==> src/rtl/logic_gate_pkg.sv <==
// logic_gate_pkg: op encodings and the shared bitwise evaluation function for logic_gate_pipe
package logic_gate_pkg;

   localparam int MAX_W = 64;

   typedef enum logic [2:0] {
      OP_AND  = 3'd0,
      OP_OR   = 3'd1,
      OP_XOR  = 3'd2,
      OP_NAND = 3'd3,
      OP_NOR  = 3'd4,
      OP_XNOR = 3'd5,
      OP_ANDN = 3'd6,
      OP_PASS = 3'd7
   } gate_op_e;

   // Evaluated at full width; callers truncate to their operand width.
   function automatic logic [MAX_W-1:0] gate_eval(input gate_op_e op, input logic [MAX_W-1:0] a,
                                                  input logic [MAX_W-1:0] b);
      gate_eval = a;
      case (op)
         OP_AND:  gate_eval = a & b;
         OP_OR:   gate_eval = a | b;
         OP_XOR:  gate_eval = a ^ b;
         OP_NAND: gate_eval = ~(a & b);
         OP_NOR:  gate_eval = ~(a | b);
         OP_XNOR: gate_eval = ~(a ^ b);
         OP_ANDN: gate_eval = a & ~b;
         OP_PASS: gate_eval = a;
      endcase
   endfunction

endpackage

==> src/rtl/pipe_stage.sv <==
// pipe_stage: one valid/data register that loads when empty or when the stage after it advances
module pipe_stage #(
   parameter int W = 10
) (
   input  logic         clk,
   input  logic         rst,
   input  logic         prev_valid,
   input  logic [W-1:0] prev_data,
   input  logic         next_adv,
   output logic         valid,
   output logic [W-1:0] data
);

   logic adv;

   assign adv = !valid || next_adv;

   always_ff @(posedge clk) begin
      if (rst) begin
         valid <= 1'b0;
         data  <= '0;
      end else if (adv) begin
         valid <= prev_valid;
         if (prev_valid) data <= prev_data;
      end
   end

endmodule

==> src/rtl/logic_gate_pipe.sv <==
// logic_gate_pipe: selectable bitwise logic unit with a LATENCY-stage valid/ready pipeline and delivery counter
module logic_gate_pipe
   import logic_gate_pkg::*;
#(
   parameter int WIDTH   = 8,
   parameter int LATENCY = 2,
   parameter int CNT_W   = 16
) (
   input  logic             clk,
   input  logic             rst,
   input  logic             in_valid,
   output logic             in_ready,
   input  logic [WIDTH-1:0] a,
   input  logic [WIDTH-1:0] b,
   input  logic [2:0]       op,
   output logic             out_valid,
   input  logic             out_ready,
   output logic [WIDTH-1:0] s,
   output logic             s_zero,
   output logic             s_ones,
   output logic [CNT_W-1:0] res_cnt
);

   localparam int DW = WIDTH + 2;

   logic [WIDTH-1:0] r;
   logic [LATENCY:0] v;
   logic [DW-1:0]    d [LATENCY:0];
   logic [LATENCY:1] nxt;

   assign r    = WIDTH'(gate_eval(gate_op_e'(op), MAX_W'(a), MAX_W'(b)));
   assign v[0] = in_valid;
   assign d[0] = {~|r, &r, r};

   // A stage's successor can take data when the consumer is ready or any later stage has a hole,
   // written flat so the ready path has no chained dependency between stages.
   for (genvar i = 1; i <= LATENCY; i++) begin : g_stage
      if (i == LATENCY) begin : g_last
         assign nxt[i] = out_ready;
      end else begin : g_mid
         assign nxt[i] = out_ready || !(&v[LATENCY:i+1]);
      end
      pipe_stage #(.W(DW)) u_stage (
         .clk       (clk),
         .rst       (rst),
         .prev_valid(v[i-1]),
         .prev_data (d[i-1]),
         .next_adv  (nxt[i]),
         .valid     (v[i]),
         .data      (d[i])
      );
   end

   assign in_ready              = !v[1] || nxt[1];
   assign out_valid             = v[LATENCY];
   assign {s_zero, s_ones, s}   = d[LATENCY];

   always_ff @(posedge clk) begin
      if (rst) res_cnt <= '0;
      else if (out_valid && out_ready && res_cnt != '1) res_cnt <= res_cnt + CNT_W'(1);
   end

endmodule

==> config.mk <==
export PLATFORM = sky130hd
export DESIGN_NAME = logic_gate_pipe
export DESIGN_NICKNAME = d
export VERILOG_FILES = /design/src/rtl/logic_gate_pkg.sv /design/src/rtl/pipe_stage.sv /design/src/rtl/logic_gate_pipe.sv
export SDC_FILE = /design/constraint.sdc
export NUM_CORES = 1
export LEC_CHECK = 0
export CORE_MARGIN = 5
export CORE_UTILIZATION = 53
export DETAILED_ROUTE_END_ITERATION = 6
export PLACE_DENSITY_LB_ADDON = 0.08
export SLEW_MARGIN = 15
export SYNTH_ARGS = -nofsm -noshare
export SYNTH_HDL_FRONTEND = slang
export SYNTH_HIERARCHICAL = 1
export SYNTH_SLANG_ARGS = --single-unit
==> constraint.sdc <==
create_clock -name clk -period 5.35 [get_ports clk]
set_input_delay 1.07 -clock clk [delete_from_list [all_inputs] [get_ports clk]]
set_output_delay 1.07 -clock clk [all_outputs]
set_load 0.03 [all_outputs]
Yosys cells after proc, flatten, opt, wreduce, memory -nomap -nowiden

Cells that the tools add are included.

Register bits after elaboration: 38
Input port bits: 23
Output and inout bits: 28

Add/sub/neg operators: 1
Eq/ne operators: 8
Mux-type cells: 1
Bitwise gates (word level): 8
Reduce and logical (&&, ||, !) cells: 12

Operators with widths:

| kind                    | number |
|---|---|
| $pmux W8 S8             | 1 |
| $not A8 Y8              | 4 |
| $add A16 B1 Y16 const B | 1 |
| $and A8 B8 Y8           | 2 |
| $ne A16 B16 Y1 const B  | 1 |
| $eq A3 B3 Y1 const B    | 4 |
| $or A8 B8 Y8            | 1 |
| $reduce_and A8 Y1       | 1 |
| $reduce_or A8 Y1        | 1 |
| $xor A8 B8 Y8           | 1 |
| $eq A3 B2 Y1 const B    | 2 |
| $reduce_and A2 Y1       | 2 |
| $eq A3 B1 Y1 const B    | 1 |
| $logic_not A1 Y1        | 3 |
| $logic_not A3 Y1        | 1 |
| $logic_and A1 B1 Y1     | 2 |
| $logic_or A1 B1 Y1      | 2 |

Logic depth before layout (Yosys ltp)

Word-level depth: 5
Depth in mapped cells: 11

Modules after synthesis

Netlist, hierarchy kept.

By module, submodules not included:

| module          | instances | cells each | area an instance (um^2) |
|---|---|---|---|
| logic_gate_pipe | 1         | 242        | 1,840.5 |
| pipe_stage      | 2         | 48         | 488.0 |

Least setup slack after synthesis

Ideal clock, no wire load.

Path type: in2reg
From: input a[6]
To: register g_stage[1].u_stage.data[9]
Arrival: 2.797 ns
Data required time: 5.278 ns
Slack: 2.481 ns
Cell stages on the path: 8
Buffers on the path: 0
Path through: inv_1 -> ha_1 -> mux2_4 -> mux4_2 -> a2111oi_2 -> and4b_1 -> nand2b_1 -> mux2i_1

RTL lines:

| item                   | line                  | text |
|---|---|---|
| start: declaration     | logic_gate_pipe.sv:13 | `input logic [WIDTH-1:0] a,` |
| end signal: assignment | pipe_stage.sv:24      | `if (prev_valid) data <= prev_data;` |
| end: declaration       | pipe_stage.sv:11      | `output logic [W-1:0] data` |

Final worst setup path

From: input out_ready
To: output in_ready

Cells in the longest elaborated chain, start to end: 2

Ends and longest elaborated chain:

| item               | line                  | text |
|---|---|---|
| start: declaration | logic_gate_pipe.sv:17 | `input logic out_ready,` |
| $logic_or A1 B1 Y1 | logic_gate_pipe.sv:41 | `assign nxt[i] = out_ready \|\| !(&v[LATENCY:i+1]);` |
| $logic_or A1 B1 Y1 | logic_gate_pipe.sv:54 | `assign in_ready = !v[1] \|\| nxt[1];` |
| end: declaration   | logic_gate_pipe.sv:12 | `output logic in_ready,` |

Every way passes these cells.

==> reports/metrics.yaml <==
drt:
  firstDrtPassIters: 4
  routed_wl_um: 5630
  ant_nets: 0
  drc: 0
  via_per_inst: 5.23
  drt_iter0_markers: 123
  routedWlPerCell_um: 12.5
  num_vias: 2350
setup_path:
  r2r-start: "g_stage[2].u_stage/valid"
  cp_max_fo: 7
  critPathRequiredTime_ns: 4.28
  arrival_ns: 2.48
  timing.reg2reg.setup_slack_ns: 3.33
  reg2reg_depth: 5
  worstSetupStartpointType: "input pin"
  reg2reg_to: "res_cnt[13]"
  crit_type: "in2out"
  cp-end-kind: "output pin"
power:
  power.density_mw_per_mm2: 184
  pwr-share-comb_pct: 22.4
  p_sw_w: 0.000169
  seq_power_share_pct: 47.4
  swShare_pct: 26.9
  vdd_drop_max_mv: 0.0917
  clkPwrFrac_pct: 30.2
  internal_power_w: 0.000458
  leakage_nw: 1.38
synth:
  syn-cell-area_mm2: 0.00282
  synth_top_area_share_pct: 27.0
  avgSynthCellArea_um2: 8.33
  syn_inst: 338
  syn_nets: 386
  ys_seq_elements: 38
  ys_warn_count: 6
  synth.distinct_cells: 47
  synth_area_leaders: "dfxtp_1 (27%), ha_1 (11%), nand2b_1 (11%), mux2i_1 (8.9%), nor2_1 (4.5%)"
  ys_seq_area_share_pct: 27.0
  yosysTopAreaCell: "dfxtp_1"
sta:
  max_slew.worst_pin.slew_ns: 0.761
  rsz0062_at_grt: "false"
  finalSetupViolCount: 0
  slew_viol_final: 0
  finalCriticalPeriod_ns: 3.55
  maxSlewHeadroom_pct: 49.0
  fin_crit_sh_pct: 66.3
  finalHoldViolations: 0
  max_freq_ghz: 0.282
  tns_ns: 0
  finClkSkew_ns: 0.00222
min_path:
  min_from: "g_stage[2].u_stage/data[2]"
  worstHoldPathType: "reg2reg"
  min_to: "g_stage[2].u_stage/data[2]"
  min_path_cells: 2
layout:
  layout.area.seq_um2: 761
  final_nets: 428
  final_cell_mix: "nand2b_1 (50), clkdlybuf4s50_1 (50), dfxtp_1 (38)"
  fillerInstances: 489
  antenna_cells: 0
  fin_util_pct: 66.2
  multiInputGateArea_mm2: 0.00185
  synthToLayoutAreaGrowth_pct: 20.8
  drive_gt1_share_pct: 5.54
clock_tree:
  cts.sinks: 38
  clockBufferDepth: 2
  hold_buffers: 0
  post_cts_buffers: 0
  clkTransAtPathRegs_ns: 0.06
  cts_max_level: 2
  cts_tree: "built"
  cts-root-buf: "clkbuf_8"
  postCtsResizedCells: 0
  clock_latency_ns: 0.29
  tritoncts.num_buffers: 5
die:
  dieHeight_um: 82.9
  io_pins: 51
  core_mm2: 0.00514
  fp-row-count: 26
  dieWidth_um: 82.9
  die-area_mm2: 0.00687
  initial_utilization_pct: 54.8
global_routing:
  gr-total-overflow: 0
  grtUsageTotal_pct: 16.8
  grt_pass1_wl_um: 9890
  grt_max_degree: 59
  antenna_found_initial: 0
  grt_pass1_vias: 2216
placement:
  gp_congestion: 0.836
  io_buffer_count: 50
  dp.final_hpwl_um: 4250
status:
  status: "completed"
run:
  timing.max_cap.violations: 0
==> cells in the mapped netlist, drive strengths merged <==
cell type and n:
a2111oi 1, a211oi 2, a21boi 2, a21o 2, a21oi 14, a311oi 1
a31oi 4, and2 1, and3 2, and4 2, and4b 1, buf 8
clkbuf 9, dfxtp 38, ha 25, inv 28, mux2 2, mux2i 25
mux4 4, nand2 12, nand2b 50, nand3 14, nand3b 1, nand4 3
nor2 34, nor3 8, nor3b 1, nor4 3, nor4b 3, nor4bb 1
o211a 1, o211ai 2, o21ai 11, o22ai 4, o311ai 2, o31ai 1
o32ai 1, or2 2, or3 2, xnor2 5, xor2 6
==> metal layers <==
layer / wire, um / vias up / global-route usage, %
li1: - / 1232 / -
met1: 2660 / 1071 / 21.4
met2: 2650 / 42 / 27.9
met3: 236 / 5 / 3.56
met4: 91 / 0 / 6.24
met5: 0 / - / 0
==> through the flow <==
stage | power (W) | instance area [um^2] | hold WS, ns | setup WS (ns) | instances
5_1_grt | 0.000664 | 3400 | 0.503 | 1.73 | 449
3_5_place_dp | 0.000444 | 3320 | 0.461 | 1.64 | 443
3_3_place_gp | 0.000441 | 3320 | 0.460 | 1.73 | 443
4_1_cts | 0.000634 | 3400 | 0.478 | 1.79 | 449
2_1_floorplan | 0.000403 | 2820 | 0.449 | 2.48 | 338
6_report | 0.000627 | 3400 | 0.473 | 1.80 | 449
==> power by group through the flow <==
stage / sequential (W) / clock [W] / combinational [W]
after CTS: 0.000297 / 0.000196 / 0.000141
final: 0.000297 / 0.000190 / 0.000140
after global routing: 0.000298 / 0.000208 / 0.000158
after floorplan: 0.000307 / 0 / 0.0000960
after detailed placement: 0.000303 / 0 / 0.000140
after global placement: 0.000303 / 0 / 0.000138
==> logic make-up (layout without fill, tap and decap cells) <==
kind of cell | count (synthesis) | after routing | synth area share [%]
and+or+nand+nor | 140 | 140 | 27.0
DFF | 38 | 38 | 27.0
adders and majority gates | 25 | 25 | 11.1
AOI/OAI and AO/OA | 48 | 48 | 11.0
buffers and inverters | 45 | 86 | 7.29
xor gates and xnor gates | 11 | 11 | 3.42
muxes | 31 | 31 | 13.1
==> flip-flops by register name (all words and copies together) (netlist names) <==
signal                 flops
g_stage.u_stage/data      20
g_stage.u_stage/valid      2
res_cnt                   16
==> how the worst max path moves through the flow <==
stage	startpoint	endpoint	slack, ns	cells past startpoint
2_1_floorplan	a[6]	g_stage[1].u_stage/data[9]	2.48	8
4_1_cts	out_ready	in_ready	1.79	3
3_5_place_dp	op[2]	g_stage[1].u_stage/data[9]	1.64	7
6_report	out_ready	in_ready	1.80	3
3_3_place_gp	op[2]	g_stage[1].u_stage/data[9]	1.73	7
5_1_grt	op[2]	g_stage[1].u_stage/data[9]	1.73	7
==> critical path, cell delays in order <==
cell,delay (ns)
clkdlybuf4s50_1,0.58
nand3b_1,0.15
clkdlybuf4s50_1,0.68
==> final cells by class <==
class                      instances  area share (%)
sequential                        38            22.4
tap                               70            2.57
timing repair buffer              52            15.2
clock buffer                       6            2.43
inverter                          28            3.09
multi-input combinational        255            54.4
Power figures use the tool's default switching activity.
